## src/rtl/clock_period_meter_pkg.sv

```systemverilog
// Shared types and defaults for the clock period meter.
// FSM encoding, default sizing and the per-cycle control strobes.
package clock_period_meter_pkg;

    localparam int unsigned DEF_WIDTH   = 28;
    localparam int unsigned DEF_TIMEOUT = 100_000_000;

    typedef enum logic [1:0] {
        ARM     = 2'd0,
        MEASURE = 2'd1,
        LOST    = 2'd2
    } state_t;

    typedef struct packed {
        logic load_result;
        logic latch_high;
        logic set_timeout;
        logic clr_timeout;
    } ctrl_t;

endpackage

```

## src/rtl/clock_period_meter_signal_edge_sync.sv

```systemverilog
// Two-flop synchronizer plus history flop for a slow asynchronous input.
// Rise/fall are single-cycle strobes two clocks after the input is sampled.
module signal_edge_sync
    import clock_period_meter_pkg::*;
(
    input  logic clock_in,
    input  logic reset_n,
    input  logic async_in,
    output logic level,
    output logic rise,
    output logic fall
);

    logic s1;
    logic s2;
    logic s3;

    always_ff @(posedge clock_in or negedge reset_n) begin
        if (!reset_n) begin
            s1 <= 1'b0;
            s2 <= 1'b0;
            s3 <= 1'b0;
        end else begin
            s1 <= async_in;
            s2 <= s1;
            s3 <= s2;
        end
    end

    assign level = s2;
    assign rise  = s2 & ~s3;
    assign fall  = ~s2 & s3;

endmodule

```

## src/rtl/clock_period_meter.sv

```systemverilog
// Measures period and high time of a slow asynchronous signal in clock_in
// cycles; results leave over valid/ready, loss of signal raises timeout.
module clock_period_meter
    import clock_period_meter_pkg::*;
#(
    parameter int unsigned WIDTH   = DEF_WIDTH,
    parameter int unsigned TIMEOUT = DEF_TIMEOUT
) (
    input  logic             clock_in,
    input  logic             reset_n,
    input  logic             signal_in,
    input  logic             result_ready,
    output logic             result_valid,
    output logic [WIDTH-1:0] period_out,
    output logic [WIDTH-1:0] high_out,
    output logic             overrun,
    output logic             timeout
);

    localparam logic [WIDTH-1:0] CNT_MAX = WIDTH'(TIMEOUT);
    localparam logic [WIDTH-1:0] CNT_ONE = WIDTH'(1);

    logic             rise;
    logic             fall;
    logic             level_unused;
    logic [WIDTH-1:0] cnt;
    logic [WIDTH-1:0] hi_cnt;
    logic             cnt_at_max;
    logic             accept;
    state_t           state;
    state_t           state_n;
    ctrl_t            ctrl;

    signal_edge_sync u_sync (
        .clock_in (clock_in),
        .reset_n  (reset_n),
        .async_in (signal_in),
        .level    (level_unused),
        .rise     (rise),
        .fall     (fall)
    );

    assign cnt_at_max = (cnt == CNT_MAX);
    assign accept     = result_valid & result_ready;

    always_ff @(posedge clock_in or negedge reset_n) begin
        if (!reset_n) begin
            state <= ARM;
        end else begin
            state <= state_n;
        end
    end

    always_comb begin
        state_n = state;
        unique case (state)
            ARM: begin
                if (rise) begin
                    state_n = MEASURE;
                end
            end
            MEASURE: begin
                if (!rise && cnt_at_max) begin
                    state_n = LOST;
                end
            end
            LOST: begin
                if (rise) begin
                    state_n = ARM;
                end
            end
            default: begin
                state_n = ARM;
            end
        endcase
    end

    // Rise beats the timeout check when both land on the same cycle.
    always_comb begin
        ctrl = '0;
        unique case (state)
            MEASURE: begin
                ctrl.load_result = rise;
                ctrl.latch_high  = fall;
                ctrl.set_timeout = ~rise & cnt_at_max;
            end
            LOST: begin
                ctrl.clr_timeout = rise;
            end
            default: begin
                ctrl = '0;
            end
        endcase
    end

    // Restarting at 1 makes a divide-by-N input read back as exactly N.
    always_ff @(posedge clock_in or negedge reset_n) begin
        if (!reset_n) begin
            cnt <= '0;
        end else if (rise) begin
            cnt <= CNT_ONE;
        end else if (!cnt_at_max) begin
            cnt <= cnt + CNT_ONE;
        end
    end

    always_ff @(posedge clock_in or negedge reset_n) begin
        if (!reset_n) begin
            hi_cnt <= '0;
        end else if (ctrl.latch_high) begin
            hi_cnt <= cnt;
        end
    end

    always_ff @(posedge clock_in or negedge reset_n) begin
        if (!reset_n) begin
            result_valid <= 1'b0;
            period_out   <= '0;
            high_out     <= '0;
        end else if (ctrl.load_result) begin
            result_valid <= 1'b1;
            period_out   <= cnt;
            high_out     <= hi_cnt;
        end else if (accept) begin
            result_valid <= 1'b0;
        end
    end

    // Only an unaccepted result being replaced counts as an overrun.
    always_ff @(posedge clock_in or negedge reset_n) begin
        if (!reset_n) begin
            overrun <= 1'b0;
        end else if (ctrl.load_result && result_valid && !result_ready) begin
            overrun <= 1'b1;
        end else if (accept) begin
            overrun <= 1'b0;
        end
    end

    always_ff @(posedge clock_in or negedge reset_n) begin
        if (!reset_n) begin
            timeout <= 1'b0;
        end else if (ctrl.set_timeout) begin
            timeout <= 1'b1;
        end else if (ctrl.clr_timeout) begin
            timeout <= 1'b0;
        end
    end

endmodule
```

## config.mk

```make
export PLATFORM = sky130hd
export DESIGN_NAME = clock_period_meter
export DESIGN_NICKNAME = d
export VERILOG_FILES = /design/src/rtl/clock_period_meter_pkg.sv /design/src/rtl/clock_period_meter_signal_edge_sync.sv /design/src/rtl/clock_period_meter.sv
export SDC_FILE = /design/constraint.sdc
export NUM_CORES = 1
export LEC_CHECK = 0
export ABC_AREA = 1
export BUFFER_PORTS_ARGS = -buffer_cell sky130_fd_sc_hd__buf_2
export CAP_MARGIN = 20
export CORE_MARGIN = 5
export CORE_UTILIZATION = 50
export DETAILED_ROUTE_END_ITERATION = 10
export PLACE_DENSITY_LB_ADDON = 0.25
export SETUP_SLACK_MARGIN = 0.4
export SYNTH_ARGS = -nofsm -noshare
export SYNTH_HDL_FRONTEND = slang
export SYNTH_SLANG_ARGS = --single-unit
```

## constraint.sdc

```tcl
create_clock -name clock_in -period 3.1 [get_ports clock_in]
set_input_delay 0.62 -clock clock_in [delete_from_list [all_inputs] [get_ports clock_in]]
set_output_delay 0.62 -clock clock_in [all_outputs]
set_load 0.02 [all_outputs]
```

==> metrics.txt <==
Starting Density 0.509; Reg clk slew, reported paths approximately 50 ps; initial antenna violation count 0; WL per Instance between 10 and 15 um; vias in the first global route 4,303; grt total ovfl 0; Post-DRT Antenna Nets 0; clock skew ~7.2 ps; max_cap viols 0; slowest CP cell buf_4; crit-path cells inv_1 -> nor2_4 -> nand2_2 -> buf_4 -> o21ai_0; average size of a mapped cell 8.29 um^2; largest net degree at the start of global routing between 60 and 70; critical path class flip-flop to flip-flop; Post-Route Setup TNS 0 ps; Routability Congestion about 0.94; fin crit period around 1800 ps; H-tree Lvls 4; share of layout cells above drive strength 1 0.161; final WL 12,300 um; RSZ-0062 raised after global routing no; #FFs+latches synth 120; latest clock arrival within the worst-skew pair 520 ps; drc violations 0; via count 4,313; Synth warnings 0; Die X 112 um; Synth Instances 628; clk sinks 120; post-route clock period utilization 0.578; die height 112 um; Root Buffer clkbuf_8; startpoint type of the worst setup path flip-flop; Worst-Margin Slew around 610 ps; Worst slew margin 0.596; max-slew violations 0; nets@finish between 700 and 800; Max Fclk approximately 560 MHz; I/O Buffers between 60 and 70; Worst Path Arrival ~2200 ps; diodes inserted 0; Pwr Total between 3000 and 4000 uW; row cnt 37; Pleak about 0.0031 uW; Syn Std Cell Area approximately 5200 um^2; CTS Hold Buffers Added 0; r2r setup slk around 1300 ps; CP Launch Point state[0]; status completed; Setup crit end kind flip-flop; core area 10,200 um^2; post-synth net total around 630; Buf/Inv on CP 2; start of the worst register-to-register path state[0]; reg-to-reg endpoint period_out[7]; crit path to period_out[7]; reg2reg path depth 5; gr usage total 0.211; final setup vio count 0; worst hold-check path type input port to async pin; Fin. Hold Viols 0; Detail Placement HPWL between 8000 and 9000 um; Levels on crit path 5; clk buf depth 2; synth unique cells 23; Max VDD drop 0.365 mV; Iter 0 DRT Violations roughly 400; TritonCTS buffer count 17; boundary pin count 63; crit-path max cell delay roughly 550 ps; first-pass GRT wire length 21,200 um; Largest delay share family, worst path buffers and inverters; Post-CTS Resized 0; Area Growth Syn to Fin 18.6%; drt via density roughly 5.1; sequential area share after synthesis 0.577; drt pass-1 iters 5; postcts setup bufs 0; Pwr Density between 600 and 700 nW/um^2; worst-path fanout max between 60 and 70; Data required, critical path ~3500 ps; Die ar. between 10,000 and 15,000 um^2; CTS tree done
==> Yosys cell counts <==
cell type | count | area (um^2)
a21boi_0 | 1 | 7.51
a21oi_1 | 8 | 40.0
a2bb2oi_1 | 1 | 8.76
buf_2 | 8 | 40.0
buf_4 | 2 | 15.0
buf_6 | 3 | 33.8
clkbuf_1 | 6 | 22.5
dfrtp_1 | 120 | 3000
ha_1 | 2 | 25.0
inv_1 | 43 | 161
inv_2 | 1 | 3.75
nand2_1 | 242 | 908
nand2_2 | 6 | 37.5
nand3_1 | 22 | 110
nand3b_1 | 1 | 7.51
nand4_1 | 3 | 18.8
nor2_1 | 74 | 278
nor2_2 | 4 | 25.0
nor2_4 | 6 | 67.6
nor3_1 | 4 | 20.0
o21ai_0 | 62 | 310
o21ai_1 | 5 | 25.0
xor2_1 | 4 | 35.0
==> cell type report <==
cell class	count	area, um^2
tap	136	170
inverter	44	165
clock inverter	7	42.5
sequential	120	3000
timing repair buffer	68	370
clock buffer	25	494
multi-input combinational	445	1920
fill	897	4060
==> cell usage in the layout (no fill, tap or decap) <==
| cell | instances |
|---|---|
| o21ai_0 | 62 |
| clkbuf_16 | 16 |
| clkbuf_1 | 3 |
| clkinv_4 | 2 |
| nor2_1 | 74 |
| inv_1 | 43 |
| ha_1 | 2 |
| nand3_1 | 22 |
| o21ai_1 | 5 |
| clkinv_2 | 5 |
| a2bb2oi_1 | 1 |
| nand3b_1 | 1 |
| buf_4 | 6 |
| buf_2 | 61 |
| nor2_4 | 6 |
| nor2_2 | 4 |
| buf_12 | 1 |
| nor3_1 | 4 |
| nand2_2 | 6 |
| nand4_1 | 3 |
| nand2_1 | 242 |
| clkbuf_8 | 6 |
| a21oi_1 | 8 |
| inv_2 | 1 |
| a21boi_0 | 1 |
| dfrtp_1 | 120 |
| xor2_1 | 4 |
==> flip-flops by register name, indices dropped and copies added, names as in the netlist, 2 cells and up <==
name and count:
cnt 28, hi_cnt 28, high_out 28, period_out 28, state 2
==> worst min path at each step <==
stage	start	end	slack (ps)	cells past startpoint
2_1_floorplan	reset_n	cnt[0]	320	0
3_3_place_gp	u_sync.s1	u_sync.level	340	0
3_5_place_dp	u_sync.s1	u_sync.level	340	0
4_1_cts	reset_n	high_out[14]	120	1
5_1_grt	reset_n	high_out[14]	160	1
6_report	reset_n	high_out[14]	110	1
==> per-stage QoR <==
step	instance area, um^2	hold slack, ps	std cells	setup WS (ps)	utilization
after floorplan	5200	324	628	1730	-
after global placement	5630	337	813	1400	0.551
after detailed placement	5630	338	813	1330	0.551
after CTS	6170	118	845	1310	0.603
after global routing	6170	156	845	1100	0.603
final	6170	113	845	1310	0.603
==> routing by layer <==
metal	up-vias	track usage	routed length [um]
li1	2113	-	-
met1	2025	0.290	5660
met2	143	0.313	5490
met3	32	0.0571	845
met4	0	0.100	349
met5	-	0	0
==> cells by family (layout without fill, tap and decap cells) <==
family	after synthesis	in the layout	synth area share
XOR/XNOR	4	4	0.00673
buffers and inverters	63	144	0.0531
AND/OR/NAND/NOR	362	362	0.283
AO/OA/AOI/OAI	77	77	0.0753
flip-flops	120	120	0.577
adder cells (fa/ha/maj)	2	2	0.00481
==> report_power, final <==
| part | internal, uW | switching, uW |
|---|---|---|
| registers | 1650 | 70.9 |
| logic | 109 | 263 |
| clock network | 1080 | 664 |
| total | 2850 | 998 |
Note: power is estimated with default switching activity, not from simulation.
